--- config.mk ---
export PLATFORM = sky130hd
export DESIGN_NAME = lif_array
export DESIGN_NICKNAME = d
export VERILOG_FILES = /design/src/rtl/lif_array.sv
export SDC_FILE = /design/constraint.sdc
export NUM_CORES = 1
export LEC_CHECK = 0
export ABC_AREA = 1
export CORE_MARGIN = 3
export CORE_UTILIZATION = 38
export DETAILED_ROUTE_END_ITERATION = 12
export HOLD_SLACK_MARGIN = 0.02
export MAX_ROUTING_LAYER = met4
export SLEW_MARGIN = 20
export SYNTH_ARGS = -nofsm -noshare
export SYNTH_HDL_FRONTEND = slang
export SYNTH_SLANG_ARGS = --single-unit
--- constraint.sdc ---
create_clock -name clk -period 7.7 [get_ports clk]
set_clock_uncertainty 0.1 [all_clocks]
set_input_delay 2.31 -clock clk [delete_from_list [all_inputs] [get_ports clk]]
set_output_delay 2.31 -clock clk [all_outputs]
set_load 0.005 [all_outputs]
--- src/rtl/lif_array.sv ---
// Time-multiplexed array of leaky integrate-and-fire neurons.
// One shared datapath sweeps all neurons, one per clock, per step.
module lif_array #(
    parameter int N_NEURONS   = 8,
    parameter int WIDTH       = 8,
    parameter int REFRAC_BITS = 2,
    parameter bit RESET_SUB   = 1'b0
) (
    input  logic                         clk,
    input  logic                         rst_n,
    input  logic [WIDTH-1:0]             current,
    input  logic                         step,
    input  logic [WIDTH-1:0]             threshold,
    input  logic [REFRAC_BITS-1:0]       refrac,
    input  logic                         beta_we,
    input  logic [$clog2(N_NEURONS)-1:0] beta_addr,
    input  logic [WIDTH-1:0]             beta_data,
    input  logic [$clog2(N_NEURONS)-1:0] state_sel,
    output logic [N_NEURONS-1:0]         spike,
    output logic                         spike_valid,
    output logic                         busy,
    output logic [WIDTH-1:0]             state
);
    localparam int AW = $clog2(N_NEURONS);

    typedef enum logic [1:0] {IDLE, SWEEP, DONE} fsm_e;

    fsm_e                   fsm_q, fsm_d;
    logic [AW-1:0]          idx_q, idx_d;
    logic [WIDTH-1:0]       cur_q, cur_d;
    logic [WIDTH-1:0]       thr_q, thr_d;
    logic [REFRAC_BITS-1:0] ref_q, ref_d;

    logic [WIDTH-1:0]       u_q    [N_NEURONS];
    logic [WIDTH-1:0]       u_d    [N_NEURONS];
    logic [WIDTH-1:0]       beta_q [N_NEURONS];
    logic [WIDTH-1:0]       beta_d [N_NEURONS];
    logic [REFRAC_BITS-1:0] r_q    [N_NEURONS];
    logic [REFRAC_BITS-1:0] r_d    [N_NEURONS];

    logic [N_NEURONS-1:0]   shadow_q, shadow_d;
    logic [N_NEURONS-1:0]   spike_q, spike_d;
    logic                   spike_valid_q, spike_valid_d;
    logic                   busy_q, busy_d;
    logic [WIDTH-1:0]       state_q, state_d;

    logic [WIDTH-1:0]       u_cur, beta_cur;
    logic [REFRAC_BITS-1:0] r_cur;
    logic [2*WIDTH-1:0]     prod;
    logic [2*WIDTH:0]       sum_full;
    logic [WIDTH-1:0]       sum;
    logic                   fire;
    logic [WIDTH-1:0]       new_u;
    logic [REFRAC_BITS-1:0] new_r;
    logic                   new_spk;

    // Shared neuron datapath; sum is kept wide so saturation sees every carry.
    always_comb begin
        u_cur    = u_q[idx_q];
        beta_cur = beta_q[idx_q];
        r_cur    = r_q[idx_q];
        prod     = {{WIDTH{1'b0}}, u_cur} * {{WIDTH{1'b0}}, beta_cur};
        sum_full = {1'b0, prod >> WIDTH} + {{(WIDTH+1){1'b0}}, cur_q};
        sum      = (|sum_full[2*WIDTH:WIDTH]) ? '1 : sum_full[WIDTH-1:0];
        fire     = (sum >= thr_q);
        new_u    = sum;
        new_r    = r_cur;
        new_spk  = 1'b0;
        if (r_cur != '0) begin
            new_u = '0;
            new_r = r_cur - 1'b1;
        end else if (fire) begin
            new_u   = RESET_SUB ? (sum - thr_q) : '0;
            new_r   = ref_q;
            new_spk = 1'b1;
        end
    end

    always_comb begin
        fsm_d         = fsm_q;
        idx_d         = idx_q;
        cur_d         = cur_q;
        thr_d         = thr_q;
        ref_d         = ref_q;
        u_d           = u_q;
        r_d           = r_q;
        beta_d        = beta_q;
        shadow_d      = shadow_q;
        spike_d       = spike_q;
        spike_valid_d = 1'b0;
        busy_d        = busy_q;
        state_d       = u_q[state_sel];
        if (beta_we) begin
            beta_d[beta_addr] = beta_data;
        end
        unique case (fsm_q)
            IDLE: begin
                if (step) begin
                    cur_d  = current;
                    thr_d  = threshold;
                    ref_d  = refrac;
                    idx_d  = '0;
                    busy_d = 1'b1;
                    fsm_d  = SWEEP;
                end
            end
            SWEEP: begin
                u_d[idx_q]      = new_u;
                r_d[idx_q]      = new_r;
                shadow_d[idx_q] = new_spk;
                if (idx_q == AW'(N_NEURONS - 1)) begin
                    fsm_d = DONE;
                end else begin
                    idx_d = idx_q + 1'b1;
                end
            end
            DONE: begin
                spike_d       = shadow_q;
                spike_valid_d = 1'b1;
                busy_d        = 1'b0;
                fsm_d         = IDLE;
            end
            default: begin
                fsm_d = IDLE;
            end
        endcase
    end

    always_ff @(posedge clk or negedge rst_n) begin
        if (!rst_n) begin
            fsm_q         <= IDLE;
            idx_q         <= '0;
            cur_q         <= '0;
            thr_q         <= '0;
            ref_q         <= '0;
            for (int i = 0; i < N_NEURONS; i++) begin
                u_q[i]    <= '0;
                r_q[i]    <= '0;
                beta_q[i] <= '1;
            end
            shadow_q      <= '0;
            spike_q       <= '0;
            spike_valid_q <= 1'b0;
            busy_q        <= 1'b0;
            state_q       <= '0;
        end else begin
            fsm_q         <= fsm_d;
            idx_q         <= idx_d;
            cur_q         <= cur_d;
            thr_q         <= thr_d;
            ref_q         <= ref_d;
            u_q           <= u_d;
            r_q           <= r_d;
            beta_q        <= beta_d;
            shadow_q      <= shadow_d;
            spike_q       <= spike_d;
            spike_valid_q <= spike_valid_d;
            busy_q        <= busy_d;
            state_q       <= state_d;
        end
    end

    assign spike       = spike_q;
    assign spike_valid = spike_valid_q;
    assign busy        = busy_q;
    assign state       = state_q;
endmodule

# After elaboration in Yosys (flattened, before gate mapping)

Cells that the tools add are included.

Register bits after elaboration: 193
Input bits: 36
Word-level logic and storage cells: 107

$add $sub $neg: 3
$mul: 1
Magnitude comparators: 8
Equality and inequality tests: 6
Mux-type cells: 40
Bitwise operators: 3
Reductions and logical operators: 12

Operators with widths:

| kind                 | number |
|---|---|
| $bwmux W64           | 2 |
| $mux W8              | 11 |
| $bmux W8 S3          | 3 |
| $demux W8 S3         | 2 |
| $bwmux W16           | 1 |
| $mul A8 B8 Y16       | 1 |
| $mux W2              | 7 |
| $ge A4 B4 Y1 const B | 3 |
| $not A3 Y4           | 3 |
| $add A8 B8 Y9        | 1 |
| $reduce_or A9 Y1     | 1 |
| $bwmux W8            | 1 |
| $ge A8 B8 Y1         | 1 |
| $lt A4 B1 Y1 const B | 2 |
| $bmux W2 S3          | 1 |
| $demux W2 S3         | 1 |
| $mux W3              | 2 |
| $ne A2 B2 Y1 const B | 3 |
| $pmux W3 S2          | 1 |
| $reduce_and A2 Y1    | 3 |
| $reduce_bool A2 Y1   | 3 |
| $mux W1              | 5 |
| $lt A3 B4 Y1 const B | 1 |
| $pmux W2 S2          | 1 |
| other kinds (11)     | 13 |

# Depth between registers and ports, before layout

Gate-level depths: netlist of run 1.

Depth in word-level cells: 12
Mapped depth: 46

# Least setup slack after synthesis of run 1

Ideal clock, no wire load.

Path kind: reg2reg
From: reg idx_q[0]
To: reg u_q[38] (netlist name)
Library setup time: 0.074 ns
Data arrival time: 7.183 ns
Data required time: 7.526 ns
Slack: 0.343 ns
Stages on the path, launching flop included: 37
Buffers on the path: 5
Cells stage by stage: dfrtp_1 > buf_4 > buf_4 > buf_2 > clkbuf_1 > o21ai_0 > nand4_1 > inv_1 > nor2_1 > fa_1 > fa_1 > fa_1 > inv_1 > fa_1 > inv_1 > ha_1 > a21oi_1 > o21ai_0 > a221oi_1 > nand2_1 > nand2_1 > nand2_1 > ha_1 > inv_1 > o21bai_1 > a31oi_1 > nand2_1 > or2_2 > ha_1 > a21oi_1 > o21ai_0 > nand2_1 > o2111ai_1 > nor2_4 > buf_12 > nand2_8 > o21ai_2

Longest elaborated chain between the ends: 12

RTL lines:

| item                                           | line   | RTL |
|---|---|---|
| start: declaration                             | 29     | `logic [AW-1:0] idx_q, idx_d;` |
| start signal: assignment                       | 148    | `idx_q <= idx_d;` |
| $not A3 Y4 (implied by the code) *             | --     |  |
| $bmux W8 S3, on equally long branches          | 59, 60 |  |
| $mux W8, on equally long branches (2 in a row) | 59, 60 |  |
| $mul A8 B8 Y16                                 | 62     | `prod = {{WIDTH{1'b0}}, u_cur} * {{WIDTH{1'b0}}, beta_cur};` |
| $add A8 B8 Y9                                  | 63     | `sum_full = {1'b0, prod >> WIDTH} + {{(WIDTH+1){1'b0}}, cur_q};` |
| $reduce_or A9 Y1                               | 64     | `sum = (\|sum_full[2*WIDTH:WIDTH]) ? '1 : sum_full[WIDTH-1:0];` |
| $mux W8                                        | 64     |  |
| $ge A8 B8 Y1                                   | 65     | `fire = (sum >= thr_q);` |
| $mux W8                                        | 72     | `end else if (fire) begin` |
| $mux W8                                        | 69     | `if (r_cur != '0) begin` |
| $bwmux W64 *                                   | 108    | `u_d[idx_q] = new_u;` |
| end signal: assignment                         | 152    | `u_q <= u_d;` |
| end: declaration                               | 34     | `logic [WIDTH-1:0] u_q [N_NEURONS];` |

Every way passes the cells marked *; elsewhere a longest branch is shown, timed or not. The select of a mux whose other input is x is not followed.
A chain may end at the register's enable or synchronous reset.

# Final worst setup path of run 1

From: reg idx_q[0]
To: reg r_q[11] (netlist name)

Longest elaborated chain between the ends: 12

RTL lines:

| item                                           | line   | RTL |
|---|---|---|
| $not A3 Y4 (implied by the code) *             | --     |  |
| $bmux W8 S3, on equally long branches          | 59, 60 |  |
| $mux W8, on equally long branches (2 in a row) | 59, 60 |  |
| $mul A8 B8 Y16                                 | 62     |  |
| $add A8 B8 Y9                                  | 63     |  |
| $reduce_or A9 Y1                               | 64     |  |
| $mux W8                                        | 64     |  |
| $ge A8 B8 Y1                                   | 65     |  |
| $mux W2                                        | 72     |  |
| $mux W2                                        | 69     |  |
| $bwmux W16 *                                   | 109    | `r_d[idx_q] = new_r;` |
| end signal: assignment                         | 153    | `r_q <= r_d;` |
| end: declaration                               | 38     | `logic [REFRAC_BITS-1:0] r_q [N_NEURONS];` |

Marked as above.

==> impl_metrics.yaml, run 1 <==
outcome:
  status: "finished clean"
setup_path:
  crit_type: "reg -> reg"
  endpoint_kind: "flop"
  path_max_fanout: 8
  setup.worst_path.start_class: "flop"
  max_stage_delay_ns: 0.54
  cp_num_buf_inv: 11
  worst_ep_arrival_time_ns: 7.81
  cpLargestDelayFamily: "adder cells"
  slowest_stage: "dfrtp_4"
  critPathRequiredTime_ns: 7.97
die:
  ios: 54
  die_y_um: 181
  dieArea_um2: 32800
  die_w_um: 181
  start_util_pct: 38.9
  core_um2: 30000
  rows: 63
cells_and_area:
  antenna_cells: 0
  area_growth_pct: 27.6
  final_nets: 1704
  layoutNonFillerInstCount: 1984
  post-route-util_pct: 49.6
  drive_gt1_share_pct: 27.6
  layout_common_cells: "nand2_1, o21ai_0, inv_1"
  mostFrequentLayoutCell: "nand2_1"
  final_cell_area_um2: 14900
synth:
  synth-compound-area-share_pct: 16.4
  syn_inst: 1413
  synth_xor_area_share_pct: 0.602
  synthesis.area_um2: 11600
  synth_top_family_by_area: "simple AND/OR/NAND/NOR gates"
  yosysWarnings: 0
  synth_nets: 1536
  synth_seq_area_share_pct: 42.2
  muxShareOfSynthArea_pct: 0.967
  ys_ff_latch: 193
  synth_area_per_cell_um2: 8.24
  synth-adder-area-share_pct: 11.7
  synth-simple-area-share_pct: 20.3
  synth.distinct_cells: 46
route:
  drt-wirelength-per-cell_um: 16.8
  postRouteAntennaNets: 0
  vias: 10300
  first_iter_violations: 901
  drt_pass1_iterations: 5
  drc: 0
  routed_wl_mm: 33.4
  vias_per_cell: 5.17
worst_hold_path:
  hold_path.class: "reg -> reg"
placed_design:
  placed_area_um2: 13200
  place_congestion: 0.888
  pre_cts_slack_ns: -0.245
  dp_hpwl_mm: 23.1
  port-buffer-count: 53
  dp_cells: 1906
timing:
  setup_viol: 0
  hold_viol_final: 0
  fin_crit_sh_pct: 97.8
  slew_violations: 0
  finalCriticalPeriod_ns: 7.53
  worst_slew_pin_slew_ns: 0.937
  slew_headroom_pct: 37.5
  fmax_ghz: 0.133
  fin_ws_ns: 0.166
global_route:
  grt_first_pass_wirelength_mm: 51.9
  globalRoute.totalOverflow: 0
  grt_usage_pct: 20.2
  grt_max_degree: 112
  grt_pass1_vias: 9662
  antenna_found_initial: 0
cts:
  cts_root_buffer: "clkbuf_16"
  cts_tree: "done"
  cts.sinks: 193
  clockBufferDepth: 2
  clk_pin_slew_ns: 0.07
  postCtsHoldBufs: 0
  clkLatencyLatePin_ns: 0.45
  h-tree-depth: 4
  cts_buffers: 17
run:
  max_cap_violations: 0
[per-stage QoR]
step	hold slack [ns]	TNS, ns
floorplan	0.349	0
global placement	0.354	0
detailed placement	0.359	-10.96
CTS	0.379	0
global route	0.403	-2.98
finish	0.371	0
[metal layers]
layer	wire, um	vias to the layer above	share of wire [%]	GRT usage [%]
met4	524	0	1.6	4.81
met1	15500	4973	46	28.3
met5	0	-	0	-
met3	1780	42	5.3	2.76
li1	-	4936	-	-
met2	15600	303	47	31.4
[cell families after synthesis]
group	after synthesis
fa+ha+maj	87
simple gates	561
compound gates	328
flops	193
xor+xnor	8
mux	10
buf+inv	226
[worst paths after layout]
| kind | to | slack [ns] | cells past startpoint | startpoint |
|---|---|---|---|---|
| min in group asynchronous | thr_q[3]$_DFFE_PN0P_ | 1.91 | 1 | rst_n |
| setup reg to reg | r_q[11]$_DFFE_PN0P_ | 0.17 | 43 | idx_q[0]$_DFFE_PN0P_ |
| hold reg to reg | spike[5]$_DFFE_PN0P_ | 0.37 | 2 | spike[5]$_DFFE_PN0P_ |
| setup / recovery | r_q[11]$_DFFE_PN0P_ | 0.17 | 43 | idx_q[0]$_DFFE_PN0P_ |
| hold / removal | spike[5]$_DFFE_PN0P_ | 0.37 | 2 | spike[5]$_DFFE_PN0P_ |
| max in group asynchronous | idx_q[0]$_DFFE_PN0P_ | 4.22 | 2 | rst_n |
[timing repair]
| action | 4_1_cts | 5_1_grt |
|---|---|---|
| pin swaps | 7 | 51 |
| gates cloned | 1 | 5 |
| buffers inserted | 5 | 35 |
| endpoints found under the setup margin | 88 | 88 |
| endpoints found under the hold margin | 0 | 0 |
| gates resized for setup | 11 | 182 |
[state kept, by name, indices dropped and copies added (netlist names)]
name / count
ref_q: 2
spike_valid: 1
beta_q: 64
shadow_q: 8
cur_q: 8
state: 8
fsm_q: 2
r_q: 16
thr_q: 8
idx_q: 3
u_q: 64
spike: 8
busy: 1
[synthesized netlist by cell type, drive strengths merged]
cell     number  area share, %
or2           2           0.11
and2          1          0.054
nor3          3           0.13
fa           36            6.2
inv         173            5.6
o21a          1          0.065
a211oi        1           0.11
nand3        45            2.0
clkinv        5           0.17
o2111ai       1          0.075
a31oi         9           0.48
clkbuf       32            1.0
nor4          1          0.054
xnor2         2           0.15
buf          16            1.1
o211ai       22            1.5
o22ai         5           0.38
o21ai       224             11
a221oi        5           0.38
o21bai        3           0.19
dfstp        64             14
nand2       338             12
nor2        158            5.7
a21oi        56            2.4
xor2          6           0.45
nand4        13           0.70
dfrtp       129             28
mux2         10           0.97
ha           51            5.5
o221ai        1          0.075
[layout make-up]
| class | instances | area, um^2 |
|---|---|---|
| clock buffer | 22 | 465 |
| sequential | 193 | 4910 |
| tap | 390 | 488 |
| fill | 2848 | 15100 |
| timing repair buffer | 195 | 1770 |
| inverter | 178 | 696 |
| clock inverter | 10 | 98.8 |
| timing repair inverter | 2 | 20.0 |
| multi-input combinational | 994 | 6400 |
[worst reg2reg max path, delay by kind of cell, from the launching register on]
| family | cells | cell delay [ns] |
|---|---|---|
| AO/OA/AOI/OAI | 7 | 0.84 |
| buffers and inverters | 11 | 1.35 |
| flip-flops | 1 | 0.54 |
| AND/OR/NAND/NOR | 17 | 1.56 |
| XOR/XNOR | 1 | 0.19 |
| adder cells (fa/ha/maj) | 7 | 2.90 |
Power of run 1 is not shown: default switching activity piles up to over one toggle a cycle in this logic, so the estimate is an artifact.
==> run 2: changes to the inputs <==
- CTS_BUF_LIST: unset -> sky130_fd_sc_hd__clkbuf_2 sky130_fd_sc_hd__clkbuf_4 sky130_fd_sc_hd__clkbuf_8
- CTS_CLUSTER_DIAMETER: unset -> 40
==> run 2 against run 1 <==
  * Sequential cell count is the same
  * Final cell count is 0.91% lower
  * Worst setup slack improved by 0.018 ns
  * Fmax increased by 0.23%
  * Register-to-register slack better by 0.02 ns
  * Worst hold slack improved by 0.0066 ns
  * Global-route usage fell by 0.066 points
  * Critical endpoint is now u_q[6]$_DFFE_PN0P_
  * Highest routed layer unchanged
==> impl_metrics.yaml, run 2 (synthesis gave the netlist of run 1 again) <==
route:
  vias: 10100
  postRouteAntennaNets: 0
  drt_pass1_iterations: 8
  drc: 0
  routed_wl_mm: 32.6
  first_iter_violations: 971
  drt-wirelength-per-cell_um: 16.6
  vias_per_cell: 5.13
cts:
  clkLatencyLatePin_ns: 0.47
  h-tree-depth: 4
  cts_buffers: 17
  cts_tree: "done"
  clockBufferDepth: 2
  cts.sinks: 193
  clk_pin_slew_ns: 0.10
  cts_root_buffer: "clkbuf_8"
timing:
  slew_violations: 0
  fmax_ghz: 0.133
  hold_viol_final: 0
  finalCriticalPeriod_ns: 7.52
  worst_slew_pin_slew_ns: 0.942
  slew_headroom_pct: 37.2
  fin_ws_ns: 0.184
  setup_viol: 0
  fin_crit_sh_pct: 97.6
die:
  die_w_um: 181
  dieArea_um2: 32800
  rows: 63
  die_y_um: 181
  start_util_pct: 38.9
  core_um2: 30000
  ios: 54
cells_and_area:
  multi_input_area_um2: 6300
  drive_gt1_share_pct: 25.7
  layoutNonFillerInstCount: 1966
  post-route-util_pct: 48.1
  fillers: 2897
  layout_common_cells: "nand2_1, o21ai_0, inv_1"
  final_nets: 1686
  antenna_cells: 0
  seqCellArea_um2: 4910
  mostFrequentLayoutCell: "nand2_1"
  final_cell_area_um2: 14400
  top_regs: "beta_q: 64 flops, u_q: 64 flops, r_q: 16 flops"
  area_growth_pct: 23.8
setup_path:
  crit_type: "reg -> reg"
  slowest_stage: "fa_1"
  worst_ep_arrival_time_ns: 7.74
  max_stage_delay_ns: 0.53
  endpoint_kind: "flop"
  setup.worst_path.start_class: "flop"
  critPathRequiredTime_ns: 7.92
  path_max_fanout: 27
placed_design:
  pre_cts_slack_ns: -0.245
  place_congestion: 0.888
  placed_area_um2: 13200
  port-buffer-count: 53
  dp_hpwl_mm: 23.1
  dp_cells: 1906
global_route:
  grt_usage_pct: 20.1
  grt_pass1_vias: 9664
  grt_max_degree: 112
  antenna_found_initial: 0
  globalRoute.totalOverflow: 0
  grt_first_pass_wirelength_mm: 51.9
outcome:
  status: "finished clean"
worst_hold_path:
  hold_path.class: "reg -> reg"
run:
  max_cap_violations: 0
run 2: critical path, delay by kind of cell, from the launching register on:
kind	cells	cell delay, ns
adders and majority gates	7	2.92
buffers and inverters	10	1.36
and+or+nand+nor	14	1.23
AOI/OAI and AO/OA	7	1.07
DFF	1	0.52
xor gates and xnor gates	1	0.18
run 2: worst paths after layout:
| path | start | end | slack, ns | cells past startpoint |
|---|---|---|---|---|
| setup / recovery | idx_q[0]$_DFFE_PN0P_ | u_q[6]$_DFFE_PN0P_ | 0.18 | 39 |
| hold / removal | spike[5]$_DFFE_PN0P_ | spike[5]$_DFFE_PN0P_ | 0.38 | 2 |
| setup reg to reg | idx_q[0]$_DFFE_PN0P_ | u_q[6]$_DFFE_PN0P_ | 0.18 | 39 |
| hold reg to reg | spike[5]$_DFFE_PN0P_ | spike[5]$_DFFE_PN0P_ | 0.38 | 2 |
| max in group asynchronous | rst_n | idx_q[1]$_DFFE_PN0P_ | 4.27 | 2 |
| min in group asynchronous | rst_n | thr_q[3]$_DFFE_PN0P_ | 1.84 | 1 |
run 2: routing by layer:
layer  share of wire (%)  track usage, %
met2                  46            31.4
met4                 1.3            4.02
met3                 5.6            2.82
met5                   0               -
met1                  47            28.4
run 2: cell type report:
type	count	area share [%]
clock buffers	21	1.83
clock inverters	11	0.894
inverters	178	4.81
multi-input cells	994	43.7
flip-flops and latches	193	34.1
well taps	390	3.39
repair buffers	178	11.2
repair inverters	1	0.0608
run 2: repair_timing:
action / CTS / global route
pin swaps: 7 / 55
buffers inserted: 6 / 19
resized for setup: 11 / 138
hold buffers: 0 / 0
setup endpoints to repair: 88 / 88
cloned: 1 / 2
run 2: stage by stage:
step | hold slack (ns) | TNS, ns
after CTS | 0.386 | 0
after global routing | 0.411 | -3.24
after floorplan | 0.349 | 0
final | 0.377 | 0
after detailed placement | 0.359 | -10.96
after global placement | 0.354 | 0
Power of run 2 is left out for the same reason.
==> run 3: changes to the inputs <==
- CORE_MARGIN: 3 -> unset
- HOLD_SLACK_MARGIN: 0.02 -> 0.03
- SKIP_LAST_GASP: unset -> 1
==> run 3 against run 2 <==
  * Sequential share of layout area up 0.39 points
  * Global-route usage up 1.7 points
  * Utilization down 0.38 points
  * Fmax up 0.39%
  * Worst setup slack better by 0.029 ns
  * Final cell count down 0.86%
  * Die area down 4.4%
  * First-iteration DRC count down 12%
  * Via count down 1.1%
==> impl_metrics.yaml, run 3 (synthesis gave the netlist of run 1 again) <==
placed_design:
  placed_area_um2: 13200
  place_congestion: 0.898
  dp_hpwl_mm: 22.9
  port-buffer-count: 53
timing:
  setup_viol: 0
  hold-worst-slack_ns: 0.378
  fmax_ghz: 0.134
  finalCriticalPeriod_ns: 7.49
  fin_crit_sh_pct: 97.2
  slew_headroom_pct: 37.7
  worst_slew_pin_slew_ns: 0.933
  slew_violations: 0
  hold_viol_final: 0
  setup-tns-final_ns: 0
cells_and_area:
  seqCellArea_um2: 4920
  post-route-util_pct: 47.7
  fillers: 2886
  antenna_cells: 0
  top_regs: "beta_q: 64 flops, u_q: 64 flops, r_q: 16 flops"
  drive_gt1_share_pct: 23.9
  area_growth_pct: 22.5
  multi_input_area_um2: 6230
  mostFrequentLayoutCell: "nand2_1"
  final_cell_area_um2: 14300
  final_nets: 1669
  layout_common_cells: "nand2_1, o21ai_0, inv_1"
global_route:
  antenna_found_initial: 0
  grt_usage_pct: 21.9
  grt_max_degree: 76
  globalRoute.totalOverflow: 0
  grt_first_pass_wirelength_mm: 51.3
  grt_pass1_vias: 9624
run:
  max_cap_violations: 0
cts:
  cts_root_buffer: "clkbuf_8"
  clockBufferDepth: 2
  cts_buffers: 17
  clk_pin_slew_ns: 0.11
  cts_tree: "done"
  clkLatencyLatePin_ns: 0.49
  cts.sinks: 193
  h-tree-depth: 4
setup_path:
  r2r_setup_slack_ns: 0.21
  path_max_fanout: 14
  worst_ep_arrival_time_ns: 7.80
  critPathRequiredTime_ns: 8.01
  setup.worst_path.start_class: "flop"
  endpoint_kind: "flop"
  slowest_stage: "dfrtp_4"
  crit_type: "reg -> reg"
  max_stage_delay_ns: 0.58
route:
  routed_wl_mm: 33.1
  first_iter_violations: 859
  drt-wirelength-per-cell_um: 17.0
  vias: 9986
  postRouteAntennaNets: 0
  drc: 0
  drt_pass1_iterations: 5
  vias_per_cell: 5.12
die:
  die_y_um: 177
  die_w_um: 177
  core_um2: 29900
  start_util_pct: 39.0
  rows: 63
  dieArea_um2: 31300
  ios: 54
outcome:
  status: "finished clean"
worst_hold_path:
  hold_path.class: "reg -> reg"
run 3: worst max-delay path, delay by kind of cell (launching register included):
kind | cells | cell delay (ns)
AO/OA/AOI/OAI | 8 | 1.04
XOR/XNOR | 1 | 0.17
adder cells (fa/ha/maj) | 7 | 2.75
buffers and inverters | 13 | 1.53
flip-flops | 1 | 0.58
AND/OR/NAND/NOR | 10 | 1.23
run 3: timing repair:
action	in CTS	in global routing
gates resized for setup	8	103
hold buffers	0	0
setup buffers	1	11
setup endpoints to repair	88	88
cloned	0	6
pin swaps	2	43
run 3: path summary, 6_finish.rpt:
check,from,end,cells after the start
min in group asynchronous,rst_n,cur_q[2]$_DFFE_PN0P_,1
setup reg to reg,idx_q[0]$_DFFE_PN0P_,u_q[3]$_DFFE_PN0P_,39
hold reg to reg,spike[0]$_DFFE_PN0P_,spike[0]$_DFFE_PN0P_,2
max in group asynchronous,rst_n,idx_q[0]$_DFFE_PN0P_,2
hold / removal,spike[0]$_DFFE_PN0P_,spike[0]$_DFFE_PN0P_,2
setup / recovery,idx_q[0]$_DFFE_PN0P_,u_q[3]$_DFFE_PN0P_,39
run 3: metrics by stage:
step                setup WS [ns]  cells
floorplan                   0.343   1413
global placement          -0.0175   1899
detailed placement         -0.177   1899
CTS                       0.00558   1932
global route              -0.0607   1949
finish                      0.213   1949
run 3: cell type report:
type                       count  area share [%]
timing repair buffer         161            10.6
inverter                     178            4.88
clock inverter                13           0.974
clock buffer                  19            1.83
tap                          390            3.42
timing repair inverter         1          0.0614
multi-input combinational    994            43.7
sequential                   193            34.5
run 3: routing by layer:
layer | track usage, % | part of all wire, % | vias up
met2 | 32.7 | 46 | 293
met4 | 8.33 | 2.5 | 0
met3 | 3.41 | 5.4 | 47
met1 | 29.7 | 46 | 4783
met5 | - | 0 | -
li1 | - | - | 4863
Power of run 3 is left out for the same reason.
